--- src/rtl/led_blink_array.sv ---
// -----------------------------------------------------------------------------
// led_blink_array
//
// Multi-channel LED blinker. Each of NUM_LEDS channels holds a mode
// (off / solid / blink / burst) and a toggle period that can be rewritten at
// any time through a one-cycle register-style write port.
//
// Ports
//   clk         system clock
//   rst         asynchronous active-low reset
//   cfg_we      write strobe, one cycle per write
//   cfg_ch      channel index for the write (out-of-range writes are ignored)
//   cfg_mode    00 off, 01 solid on, 10 blink, 11 burst
//   cfg_period  cycles per toggle, 0 is treated as 1
//   led         registered LED drive, one bit per channel
//   busy        channel's stored mode is blink or burst
//   burst_done  one-cycle pulse when a channel's burst completes
//
// Optional feature
//   LED_BLINK_PHASE_ALIGN_EN: when defined, every accepted write also
//   restarts the phase (counter, burst counter, led start value) of every
//   other channel so that all blinking channels stay phase-aligned.
// -----------------------------------------------------------------------------
module led_blink_array #(
    parameter int NUM_LEDS       = 4,
    parameter int CNT_W          = 28,
    parameter int DEFAULT_PERIOD = 50_000_000,
    parameter int BURST_LEN      = 3,
    parameter int CH_W           = (NUM_LEDS > 1) ? $clog2(NUM_LEDS) : 1
) (
    input  logic                clk,
    input  logic                rst,
    input  logic                cfg_we,
    input  logic [CH_W-1:0]     cfg_ch,
    input  logic [1:0]          cfg_mode,
    input  logic [CNT_W-1:0]    cfg_period,
    output logic [NUM_LEDS-1:0] led,
    output logic [NUM_LEDS-1:0] busy,
    output logic [NUM_LEDS-1:0] burst_done
);

    // Burst counter must hold values up to 2*BURST_LEN.
    localparam int BC_W = $clog2(2 * BURST_LEN + 1);
    // A toggle taken while the burst counter holds this value is the last one.
    localparam logic [BC_W-1:0]  BURST_LAST   = BC_W'(2 * BURST_LEN - 1);
    localparam logic [CNT_W-1:0] RESET_PERIOD = CNT_W'(DEFAULT_PERIOD);

    typedef enum logic [1:0] {
        MODE_OFF   = 2'b00,
        MODE_SOLID = 2'b01,
        MODE_BLINK = 2'b10,
        MODE_BURST = 2'b11
    } mode_t;

    logic cfg_ok;
    logic phase_clr;

    assign cfg_ok = cfg_we && (int'(cfg_ch) < NUM_LEDS);

`ifdef LED_BLINK_PHASE_ALIGN_EN
    assign phase_clr = cfg_ok;
`else
    assign phase_clr = 1'b0;
`endif

    generate
        for (genvar gi = 0; gi < NUM_LEDS; gi++) begin : g_ch
            mode_t            mode_reg,   mode_next;
            logic [CNT_W-1:0] period_reg, period_next;
            logic [CNT_W-1:0] cnt_reg,    cnt_next;
            logic [BC_W-1:0]  bcnt_reg,   bcnt_next;
            logic             led_reg,    led_next;
            logic             done_reg,   done_next;
            logic [CNT_W-1:0] term_cnt;
            logic             wr_hit;

            assign wr_hit = cfg_ok && (int'(cfg_ch) == gi);

            // Terminal count is Pe-1 with Pe = max(period, 1).
            assign term_cnt = (period_reg == '0) ? '0 : period_reg - CNT_W'(1);

            always_comb begin
                mode_next   = mode_reg;
                period_next = period_reg;
                cnt_next    = cnt_reg;
                bcnt_next   = bcnt_reg;
                led_next    = led_reg;
                done_next   = 1'b0;

                if (wr_hit) begin
                    // A write always wins over a coinciding toggle or burst end.
                    mode_next   = mode_t'(cfg_mode);
                    period_next = cfg_period;
                    cnt_next    = '0;
                    bcnt_next   = '0;
                    led_next    = (cfg_mode != MODE_OFF);
                end else if (phase_clr) begin
                    // Another channel was written: restart this one's phase.
                    cnt_next  = '0;
                    bcnt_next = '0;
                    led_next  = (mode_reg != MODE_OFF);
                end else begin
                    case (mode_reg)
                        MODE_SOLID: begin
                            led_next = 1'b1;
                            cnt_next = '0;
                        end
                        MODE_BLINK: begin
                            if (cnt_reg == term_cnt) begin
                                cnt_next = '0;
                                led_next = ~led_reg;
                            end else begin
                                cnt_next = cnt_reg + CNT_W'(1);
                            end
                        end
                        MODE_BURST: begin
                            if (cnt_reg == term_cnt) begin
                                cnt_next = '0;
                                if (bcnt_reg == BURST_LAST) begin
                                    // Final toggle: park dark and report done.
                                    bcnt_next = '0;
                                    led_next  = 1'b0;
                                    mode_next = MODE_OFF;
                                    done_next = 1'b1;
                                end else begin
                                    bcnt_next = bcnt_reg + BC_W'(1);
                                    led_next  = ~led_reg;
                                end
                            end else begin
                                cnt_next = cnt_reg + CNT_W'(1);
                            end
                        end
                        default: begin
                            led_next = 1'b0;
                            cnt_next = '0;
                        end
                    endcase
                end
            end

            always_ff @(posedge clk or negedge rst) begin
                if (!rst) begin
                    mode_reg   <= MODE_OFF;
                    period_reg <= RESET_PERIOD;
                    cnt_reg    <= '0;
                    bcnt_reg   <= '0;
                    led_reg    <= 1'b0;
                    done_reg   <= 1'b0;
                end else begin
                    mode_reg   <= mode_next;
                    period_reg <= period_next;
                    cnt_reg    <= cnt_next;
                    bcnt_reg   <= bcnt_next;
                    led_reg    <= led_next;
                    done_reg   <= done_next;
                end
            end

            assign led[gi]        = led_reg;
            assign busy[gi]       = (mode_reg == MODE_BLINK) || (mode_reg == MODE_BURST);
            assign burst_done[gi] = done_reg;
        end
    endgenerate

endmodule

--- config.mk ---
export PLATFORM = sky130hd
export DESIGN_NAME = led_blink_array
export DESIGN_NICKNAME = d
export VERILOG_FILES = /design/src/rtl/led_blink_array.sv
export SDC_FILE = /design/constraint.sdc
export NUM_CORES = 1
export LEC_CHECK = 0
export CELL_PAD_IN_SITES_DETAIL_PLACEMENT = 0
export CELL_PAD_IN_SITES_GLOBAL_PLACEMENT = 1
export CORE_MARGIN = 5
export CORE_UTILIZATION = 45
export CTS_CLUSTER_DIAMETER = 30
export DETAILED_ROUTE_END_ITERATION = 6
export DONT_BUFFER_PORTS = 1
export PLACE_DENSITY = 0.83
export SLEW_MARGIN = 30
export SYNTH_ARGS = -nofsm -noshare
export SYNTH_HDL_FRONTEND = slang
export SYNTH_SLANG_ARGS = --single-unit
export TNS_END_PERCENT = 20
--- constraint.sdc ---
create_clock -name clk -period 3.7 [get_ports clk]
set_input_delay 0.555 -clock clk [delete_from_list [all_inputs] [get_ports clk]]
set_output_delay 0.555 -clock clk [all_outputs]
set_load 0.03 [all_outputs]
Word-level counts from Yosys, hierarchy flattened
Cells that the tools add are included.
{"block": "totals", "reg_bits": 252, "latch_bits": 0, "ramBits": 0, "mem_bits_ro": 0, "in_bits": 35, "output_inout_bits": 12, "word_cells": 197, "mem_count": 0}
{"block": "op_classes", "addsub": 12, "mul": 0, "n_div": 0, "n_lt_le_gt_ge": 0, "n_eq_ne": 31, "shift": 0, "muxes": 84, "bitwise_logic": 4, "n_reduce_logical": 42}
{"op": "$mux W28", "n": 16}
{"op": "$add A28 B1 Y28 const B", "n": 4}
{"op": "$eq A28 B28 Y1", "n": 4}
{"op": "$logic_not A28 Y1", "n": 4}
{"op": "$sub A28 B1 Y28 const B", "n": 4}
{"op": "$mux W3", "n": 16}
{"op": "$mux W1", "n": 32}
{"op": "$mux W2", "n": 16}
{"op": "$reduce_bool A2 Y1", "n": 13}
{"op": "$ne A3 B3 Y1 const B", "n": 8}
{"op": "$eq A2 B2 Y1 const B", "n": 10}
{"op": "$reduce_and A2 Y1", "n": 8}
{"op": "$add A3 B1 Y3 const B", "n": 4}
{"op": "$eq A3 B3 Y1 const B", "n": 4}
{"op": "$pmux W1 S3", "n": 4}
{"op": "$reduce_and A3 Y1", "n": 4}
{"op": "$eq A2 B1 Y1 const B", "n": 5}
{"op": "$reduce_or A2 Y1", "n": 4}
{"op": "$logic_and A1 B1 Y1", "n": 4}
{"op": "$logic_or A1 B1 Y1", "n": 4}
{"op": "$not A1 Y1", "n": 4}
{"op": "$logic_not A2 Y1", "n": 1}

Depth between registers and ports, before layout
Gate-level depths: netlist of the first run.
{"block": "depth", "depth_word": 6, "depth_mapped": 16, "mapped_depth_nobuf": 12}

Worst setup path after synthesis of the first run
No wires, ideal clock.
{"block": "synth_timing", "path_type": "flip-flop to flip-flop", "start": "register g_ch[0].period_reg[5]", "end": "register g_ch[0].bcnt_reg[2]", "t_arrival_ns": 3.611, "t_required_ns": 3.622, "slack_ns": 0.012, "stages_incl_launch_ff": 13, "path_buffers": 2, "path_cell_list": "dfrtp_1 > buf_2 > or4_1 > clkbuf_1 > nor4_1 > nand3_1 > xnor2_1 > mux2_2 > a2111oi_0 > o2111a_1 > nand4b_1 > or4_1 > a21oi_1"}
{"block": "synth_between", "elab_chain_len": 5, "word_cells_on_any_way": 6, "cone_classes": "add/sub: 1; eq/ne: 1; mux: 1; reduce/logical: 3"}
{"element": "from (decl)", "line_no": "69", "rtl": "logic [CNT_W-1:0] period_reg, period_next;"}
{"element": "from (signal assigned)", "line_no": "151", "rtl": "period_reg <= period_next;"}
{"element": "$sub A28 B1 Y28 / $logic_not A28 Y1 (equally long branches)", "line_no": "80", "rtl": "assign term_cnt = (period_reg == '0) ? '0 : period_reg - CNT_W'(1);"}
{"element": "$mux W28 *", "line_no": "80"}
{"element": "$eq A28 B28 Y1 *", "line_no": "117", "rtl": "if (cnt_reg == term_cnt) begin"}
{"element": "$reduce_bool A2 Y1 (no source line) *"}
{"element": "$reduce_and A2 Y1 (no source line) *"}
{"element": "to (signal assigned)", "line_no": "153", "rtl": "bcnt_reg <= bcnt_next;"}
{"element": "to (decl)", "line_no": "71", "rtl": "logic [BC_W-1:0] bcnt_reg, bcnt_next;"}
Every way passes the cells marked *; elsewhere a longest branch is shown, timed or not.
A chain may end at the register's enable or synchronous reset.

Worst setup path in the final report of the first run
Ends and elaborated chain as after synthesis.

==> flow_summary_export.csv, run 1 <==
group,metric,value,unit
worst_setup_path,critPathLaunchType,"flip-flop",
global_route,gr-usage-all-layers,0.228,
layout,drive_gt1_frac,0.234,
worst_setup_path,endpoint_kind,"flip-flop",
placed_design,dp_hpwl,32.8,mm
clock_network,cts_tree,"built",
drt,detail_route.vias_per_cell,5.77,
placed_design,io_buffers,0,
worst_setup_path,crit_type,"reg -> reg",
timing,drv_slew,0,
synth,yosysSeqAreaShare,0.391,
hold_path,hp-class,"in -> async",
timing,min_period,3680,ps
drt,antenna_left,0,
global_route,grt_pass1_vias,14190,
floorplanning,fp.dieH,200,um
run_status,status,"complete, but fails checks",
synth,ys_seq_elements,252,
drt,drt_wl_total,46.9,mm
timing,hold_violations,206,
clock_network,cts.htree.levels,3,
synth,synthMuxAreaShare,0.0475,
synth,synthXorXnorAreaFrac,0.125,
timing,fin_crit_sh,0.995,
floorplanning,fp.dieW,200,um
synth,synth.avg_cell_area,8.62,sq um
synth,synth_area,0.0163,sq mm
global_route,grt-ovfl-total,0,
drt,firstDrtPassIters,5,
power_and_ir_drop,p_leak,8.14,nW
floorplanning,placementRows,69,
timing,rsz0062_at_grt,"yes",
synth,ys_warn_count,0,
synth,yosysTopAreaCell,"dfrtp_1",
clock_network,cts_buffers,66,
worst_setup_path,required,4180,ps
layout,nFillCells,3097,
worst_setup_path,path_max_fanout,4,
global_route,grt_max_degree,253,
floorplanning,start_util,0.456,
clock_network,insertion_delay,580,ps
synth,synth_top_family_by_area,"simple AND/OR/NAND/NOR gates",
synth,async_reset_ff_frac,1.00,
layout,area_growth_syn_to_layout,25.0,%
synth,syn-num-nets,1930,
clock_network,clock-root-buffer,"clkbuf_16",
drt,first_iter_violations,887,
timing,setup-violations-final,0,
synth,synth-adder-area-share,0.00615,
power_and_ir_drop,power,11.6,mW
timing,tightest_slew,1160,ps
worst_setup_path,worstPathArrival,4160,ps
clock_network,clockBufferDepth,3,
global_route,antenna_found_initial,1,
worst_setup_path,r2r_cells,10,
run_status,violations,"negative hold slack",
synth,synth_top_area_share,0.314,
timing,setup_ws,20.0,ps
timing,hold_ws,-305,ps
worst_setup_path,rrSetupSlack,20,ps
drt,vias,14378,
synth,ys_top_cells_by_area,"dfrtp_1 31%, dfstp_2 7.8%, xnor2_1 6.7%, nand2_1 5.9%, nor2_1 5.6%",
timing,relSlewSlack,0.229,
placed_design,dp_slack,-150,ps
synth,yosysUniqueCellTypes,84,
worst_setup_path,crit-reg2reg-capture,"g_ch[0].bcnt_reg[2]",
drt,drc,0,
power_and_ir_drop,peakVddDrop,450,uV
layout,finalNetCount,2020,
placed_design,place_congestion,0.935,
timing,max_freq,272,MHz
drt,wl_per_cell,18.8,um
clock_network,clk_pin_slew,40,ps
layout,fin_util,0.570,
synth,synth-simple-area-share,0.287,
worst_setup_path,rr_startpoint,"g_ch[0].period_reg[5]",
floorplanning,pin_count,47,
floorplanning,core,0.0357,sq mm
synth,synth_ff_type,"dfrtp_1",
synth,synth_compound_gate_area_share,0.0994,
run,cap_violations,0,
timing,skew,33.3,ps
floorplanning,die_area,0.0401,sq mm
power_and_ir_drop,power.density,568,mW/mm^2
synth,synth_cells,1887,
layout,n_antenna_cell,0,
synth,synth_edf_count,0,
global_route,grt_pass1_wl,76.0,mm
clock_network,clock-sinks,252,
[worst max-delay path: stages (launching register included)]
cell and delay [ps]:
dfrtp_1 400, or4_4 570, or3_4 430, buf_4 150, or3_1 350, a311oi_2 320
and4_1 220, o2111a_1 180, nand4b_1 250, or4_1 560, a21oi_1 160
[placed cells by master, fill, tap and decap left out, types with 7 or more instances in the layout]
| cell type | instances |
|---|---|
| nand2_1 | 257 |
| nor2_1 | 239 |
| dfrtp_1 | 204 |
| buf_4 | 129 |
| xnor2_1 | 121 |
| xor2_1 | 87 |
| nand3_1 | 74 |
| clkbuf_16 | 67 |
| nor3_1 | 65 |
| o21ai_0 | 56 |
| mux2_2 | 55 |
| inv_1 | 50 |
| dfstp_2 | 48 |
| a21oi_1 | 38 |
| nor4_1 | 36 |
| nand4_1 | 36 |
| or3_1 | 35 |
| and3_1 | 27 |
| or4_1 | 20 |
| o31ai_1 | 18 |
| or2_2 | 17 |
| or4_4 | 14 |
| nor3b_1 | 13 |
| clkinv_2 | 13 |
| clkbuf_8 | 13 |
| mux2i_1 | 12 |
| nor4_2 | 10 |
| a31oi_1 | 10 |
| bufinv_16 | 10 |
| nand2b_1 | 9 |
| o211ai_1 | 9 |
| nor4_4 | 8 |
| clkbuf_1 | 8 |
| o21a_1 | 7 |
| nor3_2 | 7 |
| a22oi_1 | 7 |
| buf_6 | 7 |
[report_power, final]
| part | internal (mW) | leakage [nW] | switching (mW) |
|---|---|---|---|
| combinational | 0.964 | 3.77 | 1.02 |
| sequential | 3.10 | 3.21 | 0.444 |
| clock | 4.26 | 1.16 | 1.77 |
[area by class of cell]
class	instances	area, sq um	share of cell area
Multi-Input combinational cell	1466	9710	0.478
Timing Repair Buffer	140	1130	0.0554
Inverter	51	191	0.00942
Tap cell	461	577	0.0284
Clock buffer	88	1890	0.0927
Sequential cell	252	6370	0.313
Clock inverter	33	474	0.0233
[how the worst max path moves through the flow]
| stage | start | to | slack, ps | cells after the start |
|---|---|---|---|---|
| after global routing | g_ch[2].period_reg[3] | g_ch[2].bcnt_reg[0] | -90 | 13 |
| after floorplan | g_ch[0].period_reg[5] | g_ch[0].bcnt_reg[2] | 10 | 12 |
| final | g_ch[0].period_reg[5] | g_ch[0].bcnt_reg[2] | 20 | 10 |
| after global placement | g_ch[2].period_reg[12] | g_ch[2].bcnt_reg[0] | -40 | 10 |
| after detailed placement | g_ch[0].period_reg[4] | g_ch[0].bcnt_reg[0] | -150 | 12 |
| after CTS | g_ch[0].period_reg[0] | g_ch[0].bcnt_reg[0] | -2 | 13 |
[synth_stat cells (all sizes together), types with 7 or more instances]
master	number
o21a	7
or4	34
nor4	54
nand2	258
mux2i	12
a31oi	11
a22oi	7
nand3	78
o21ai	60
nor4b	7
inv	51
ha	8
mux2	58
xnor2	124
dfrtp	204
or2	18
o31ai	19
o211ai	9
and3	28
xor2	87
buf	33
nand4	37
nor3	74
dfstp	48
clkbuf	85
nand2b	9
nor3b	18
or3	40
a21oi	42
nor2	241
[repair_timing]
item | CTS | global route
pin swaps | 8 | 38
endpoints found under the setup margin | 68 | 135
gates resized for setup | 26 | 76
endpoints found under the hold margin | 252 | 252
cloned | 0 | 0
buffers inserted | 4 | 13
[layer usage]
layer | up-vias | wire length (um) | track usage
met2 | 442 | 22000 | 0.366
met4 | 4 | 1610 | 0.0912
met5 | - | 75 | 0.0107
li1 | 6850 | - | -
met3 | 114 | 2890 | 0.0503
met1 | 6968 | 20300 | 0.301
[cell families (layout without fill, tap and decap cells)]
group,count (synthesis),count (layout)
XOR/XNOR,219,219
adder cells (fa/ha/maj),8,8
AND/OR/NAND/NOR,933,933
multiplexers,70,70
flip-flops,252,252
AO/OA/AOI/OAI,236,236
buffers and inverters,169,312
[stage by stage]
step	TNS, ps	hold WS (ps)	instance area [sq um]	instances
floorplan	0	259	16300	1887
CTS	-2.41	-316	19800	2478
global placement	-87.6	281	17300	2353
global route	-424	-340	20300	2491
detailed placement	-849	281	17300	2353
finish	0	-305	20300	2491
Note: power is estimated with default switching activity, not from simulation.
==> run 2, diff against run 1 <==
--- a/config.mk
+++ b/config.mk
@@ -8,11 +8,11 @@
 export CELL_PAD_IN_SITES_DETAIL_PLACEMENT = 0
 export CELL_PAD_IN_SITES_GLOBAL_PLACEMENT = 1
 export CORE_MARGIN = 5
-export CORE_UTILIZATION = 45
+export CORE_UTILIZATION = 50
 export CTS_CLUSTER_DIAMETER = 30
 export DETAILED_ROUTE_END_ITERATION = 6
 export DONT_BUFFER_PORTS = 1
-export PLACE_DENSITY = 0.83
+export PLACE_DENSITY = 0.87
 export SLEW_MARGIN = 30
 export SYNTH_ARGS = -nofsm -noshare
 export SYNTH_HDL_FRONTEND = slang
==> constraint.sdc (replaced) <==
create_clock -name clk -period 3.75 [get_ports clk]
set_input_delay 0.5625 -clock clk [delete_from_list [all_inputs] [get_ports clk]]
set_output_delay 0.5625 -clock clk [all_outputs]
set_load 0.03 [all_outputs]
==> flow_summary_export.csv, run 2 (same netlist as run 1, synthesis figures left out) <==
group,metric,value,unit
run_status,status,"complete, but fails checks",
run_status,violations,"negative hold slack",
placed_design,placed_area,0.0171,sq mm
layout,fin_util,0.607,
drt,first_iter_violations,971,
timing,hold_violations,240,
global_route,grt_pass1_wl,73.3,mm
drt,firstDrtPassIters,5,
layout,mostFrequentLayoutCells,"257 x nand2_1, 239 x nor2_1, 203 x dfrtp_1",
power_and_ir_drop,power.density,545,mW/mm^2
worst_setup_path,crit-reg2reg-capture,"g_ch[3].bcnt_reg[1]",
layout,finalNonFillerCells,2429,
worst_setup_path,worstPathCellList,"buf_4 > or4_4 > nor2_1 > or4b_4 > a2111oi_4 > or3_1 > o2111ai_1 > or4_4 > or4_4 > a21oi_2",
global_route,grt_pass1_vias,13655,
layout,drive_gt1_frac,0.209,
worst_setup_path,rr_startpoint,"g_ch[3].period_reg[0]",
floorplanning,die_area,0.0362,sq mm
floorplanning,pin_count,47,
drt,antenna_left,0,
hold_path,hp-class,"in -> async",
worst_setup_path,worstPathArrival,4270,ps
floorplanning,fp.dieH,190,um
drt,detail_route.vias_per_cell,5.83,
floorplanning,placementRows,66,
power_and_ir_drop,peakVddDrop,413,uV
clock_network,cts.htree.levels,2,
timing,relSlewSlack,0.355,
clock_network,clk_pin_slew,50,ps
drt,drc,0,
floorplanning,start_util,0.503,
layout,final_area,0.0196,sq mm
power_and_ir_drop,power,10.7,mW
drt,drt_wl_total,46.1,mm
timing,rsz0062_at_grt,"yes",
placed_design,place_congestion,0.937,
clock_network,cts_buffers,57,
worst_setup_path,slowest_delay,610,ps
clock_network,clock-root-buffer,"clkbuf_16",
timing,hold_ws,-322,ps
timing,min_period,3740,ps
global_route,grt_max_degree,253,
global_route,grt-ovfl-total,0,
timing,skew,23.7,ps
placed_design,dp.cells,2308,
placed_design,dp_hpwl,32.3,mm
clock_network,cts_tree,"built",
placed_design,io_buffers,0,
worst_setup_path,crit_path_top_delay_cell,"or4_4",
run,cap_violations,0,
worst_setup_path,crit_type,"reg -> reg",
worst_setup_path,path_max_fanout,7,
global_route,gr-usage-all-layers,0.249,
worst_setup_path,critPathLaunchType,"flip-flop",
timing,drv_slew,0,
worst_setup_path,cpMostUsedCell,"or4_4",
layout,area_growth_syn_to_layout,20.8,%
clock_network,clock-sinks,252,
timing,max_freq,267,MHz
drt,wl_per_cell,19.0,um
timing,setup-violations-final,0,
timing,fin_crit_sh,0.998,
power_and_ir_drop,p_leak,7.80,nW
worst_setup_path,rrSetupSlack,6,ps
layout,finalNetCount,1981,
clock_network,clockBufferDepth,3,
worst_setup_path,required,4280,ps
timing,tightest_slew,959,ps
layout,layout_commonest_cell,"nand2_1",
worst_setup_path,endpoint_kind,"flip-flop",
clock_network,insertion_delay,600,ps
drt,vias,14165,
floorplanning,core,0.0324,sq mm
worst_setup_path,r2r_cells,10,
global_route,antenna_found_initial,0,
floorplanning,fp.dieW,190,um
timing,final.setup.tns,0,ps
==> run 2: metrics by stage <==
| stage | worst slack [ps] | hold slack [ps] |
|---|---|---|
| after floorplan | 61.6 | 267 |
| after global placement | 6.02 | 285 |
| after detailed placement | -59.7 | 285 |
| after CTS | -13.1 | -358 |
| after global routing | -108 | -359 |
| final | 6.22 | -322 |
==> run 2: cell type report <==
cell class / instances / area [sq um]
fillers: 2833 / 12700
multi-input cells: 1466 / 9540
flip-flops and latches: 252 / 6370
clock buffers: 62 / 1480
repair buffers: 110 / 926
clock inverters: 45 / 591
well taps: 442 / 553
inverters: 51 / 191
diodes: 1 / 2.50
==> run 2: report_power, final <==
part	leakage [nW]	switching (mW)	internal [mW]
sequential	3.21	0.448	3.05
combinational	3.57	0.960	0.883
clock	1.01	1.83	3.54
==> run 2: per-layer routing <==
layer  wire length [um]  up-vias  global-route usage
met5                  0        -                   0
met4               1250        0              0.0762
met3               3170       85              0.0624
met2              21400      414               0.396
met1              20300     6898               0.339
li1                   -     6768                   -
==> run 2: worst max-delay path by stage <==
stage                                 startpoint             endpoint  slack (ps)  depth (start not counted)
final                      g_ch[3].period_reg[0]  g_ch[3].bcnt_reg[1]           6                         10
after detailed placement   g_ch[0].period_reg[4]  g_ch[0].bcnt_reg[1]         -60                         12
after global placement    g_ch[2].period_reg[12]  g_ch[2].bcnt_reg[0]           6                         11
after global routing       g_ch[2].period_reg[0]  g_ch[2].bcnt_reg[0]        -110                         14
after CTS                  g_ch[3].period_reg[1]  g_ch[3].bcnt_reg[1]         -10                         12
after floorplan            g_ch[0].period_reg[5]  g_ch[0].bcnt_reg[2]          60                         12
==> run 2: critical path, delay by kind of cell (launching register included) <==
family	cells	cell delay [ps]
buffers and inverters	1	160
DFF	1	410
and+or+nand+nor	6	2500
AOI/OAI and AO/OA	3	590
==> run 2: repair_timing <==
action / 4_1_cts / 5_1_grt
pin swaps: 1 / 17
cloned: 0 / 3
resized for setup: 6 / 57
setup endpoints to repair: 7 / 104
setup buffers: 0 / 10
endpoints found under the hold margin: 252 / 252
==> run 3, diff against run 2 <==
==> constraint.sdc (replaced) <==
create_clock -name clk -period 4.1 [get_ports clk]
set_input_delay 0.615 -clock clk [delete_from_list [all_inputs] [get_ports clk]]
set_output_delay 0.615 -clock clk [all_outputs]
set_load 0.03 [all_outputs]
==> flow_summary_export.csv, run 3 (same netlist as run 1, synthesis figures left out) <==
group,metric,value,unit
run_status,status,"complete, but fails checks",
run_status,violations,"negative hold slack",
placed_design,place_congestion,0.928,
worst_setup_path,required,4590,ps
drt,first_iter_violations,1052,
timing,fin_crit_sh,0.964,
drt,drt_wl_total,44.1,mm
timing,min_period,3950,ps
worst_setup_path,worstPathArrival,4440,ps
worst_setup_path,critPathLaunchType,"flip-flop",
timing,hold_ws,-256,ps
timing,drv_slew,0,
layout,regArea,0.00637,sq mm
global_route,grt_pass1_wl,72.1,mm
clock_network,clock-sinks,252,
clock_network,cts.htree.levels,2,
floorplanning,fp.dieH,190,um
power_and_ir_drop,p_leak,7.42,nW
placed_design,dp.cells,2262,
clock_network,cts_buffers,60,
placed_design,placed_area,0.0167,sq mm
global_route,grt_pass1_vias,13477,
timing,max_freq,253,MHz
clock_network,clockBufferDepth,3,
clock_network,clk_pin_slew,50,ps
layout,finalNonFillerCells,2377,
floorplanning,placementRows,66,
worst_setup_path,r2r_cells,9,
layout,area_growth_syn_to_layout,16.6,%
floorplanning,start_util,0.503,
hold_path,hp-class,"in -> async",
placed_design,dp_slack,126,ps
layout,fin_util,0.586,
drt,wl_per_cell,18.6,um
worst_setup_path,crit-reg2reg-capture,"g_ch[3].bcnt_reg[2]",
run,cap_violations,0,
worst_setup_path,crit_type,"reg -> reg",
global_route,grt-ovfl-total,0,
floorplanning,core,0.0324,sq mm
worst_setup_path,endpoint_kind,"flip-flop",
layout,final_area,0.0190,sq mm
floorplanning,die_area,0.0362,sq mm
global_route,antenna_found_initial,1,
timing,rsz0062_at_grt,"yes",
timing,hold_violations,207,
worst_setup_path,rr_startpoint,"g_ch[3].period_reg[5]",
worst_setup_path,rrSetupSlack,150,ps
drt,vias,13973,
timing,skew,26.3,ps
placed_design,io_buffers,0,
global_route,gr-usage-all-layers,0.242,
timing,tightest_slew,922,ps
layout,finalNetCount,1926,
drt,firstDrtPassIters,5,
layout,layout_commonest_cell,"nand2_1",
layout,nFillCells,2913,
global_route,grt_max_degree,253,
layout,drive_gt1_frac,0.167,
worst_setup_path,path_max_fanout,12,
timing,setup-violations-final,0,
timing,relSlewSlack,0.385,
drt,antenna_left,0,
drt,drc,0,
power_and_ir_drop,peakVddDrop,464,uV
power_and_ir_drop,power,9.68,mW
worst_setup_path,cp-startpoint,"g_ch[3].period_reg[5]",
clock_network,clock-root-buffer,"clkbuf_16",
timing,final.setup.tns,0,ps
clock_network,cts_tree,"built",
placed_design,dp_hpwl,31.4,mm
floorplanning,fp.dieW,190,um
timing,setup_ws,146,ps
clock_network,insertion_delay,590,ps
floorplanning,pin_count,47,
drt,detail_route.vias_per_cell,5.88,
power_and_ir_drop,power.density,510,mW/mm^2
layout,mostFrequentLayoutCells,"257 x nand2_1, 239 x nor2_1, 204 x dfrtp_1",
layout,multi_input_area,0.00926,sq mm
-- run 3: cell types whose count changed in the layout (fill, tap and decap cells not counted), moves of 6 or more --
cell	previous run	this run
clkbuf_8	3	12
clkinv_4	1	9
inv_8	7	0
or4_1	22	28
buf_4	100	49
inv_6	14	2
or4_4	12	6
nor4_1	37	44
-- run 3: routing by layer --
metal | part of all wire | global-route usage | routed length (um) | vias up
met3 | 0.068 | 0.0595 | 2990 | 78
met2 | 0.46 | 0.384 | 20200 | 385
li1 | - | - | - | 6682
met5 | 0 | 0 | 0 | -
met1 | 0.45 | 0.334 | 19900 | 6828
met4 | 0.023 | 0.0674 | 996 | 0
-- run 3: area by class of cell --
cell class                      count  share of cell area
Sequential cell                   252               0.335
Clock inverter                     35              0.0254
Tap cell                          442              0.0291
Clock buffer                       78              0.0890
Inverter                           51              0.0101
Antenna cell                        1            0.000132
Multi-Input combinational cell   1466               0.488
Timing Repair Buffer               52              0.0225
-- run 3: power breakdown --
part	switching, mW	internal, mW	total [mW]	leakage, nW
clock	1.53	3.46	4.99	1.05
combinational	0.756	0.685	1.44	3.16
sequential	0.453	2.80	3.25	3.21
-- run 3: timing repair --
| item | 4_1_cts | 5_1_grt |
|---|---|---|
| hold endpoints to repair | 252 | 209 |
| resized for setup | 0 | 12 |
| setup buffers | 0 | 1 |
| endpoints found under the setup margin | 0 | 27 |
-- run 3: worst max path at each step --
stage / to / cells after the start / slack [ps]
6_report: g_ch[3].bcnt_reg[2] / 9 / 150
5_1_grt: g_ch[3].bcnt_reg[2] / 11 / -40
4_1_cts: g_ch[3].bcnt_reg[2] / 9 / 60
3_5_place_dp: g_ch[2].bcnt_reg[0] / 10 / 130
3_3_place_gp: g_ch[2].bcnt_reg[0] / 10 / 170
2_1_floorplan: g_ch[0].bcnt_reg[2] / 12 / 410
-- run 3: critical path: stages, from the launching register on --
cell and delay (ps):
dfrtp_1 400, nor4_4 610, nand4_4 220, or4b_1 600, a2111oi_1 420, or3_1 160, o2111ai_1 110, or4_4 630
or4_1 500, a21oi_1 200
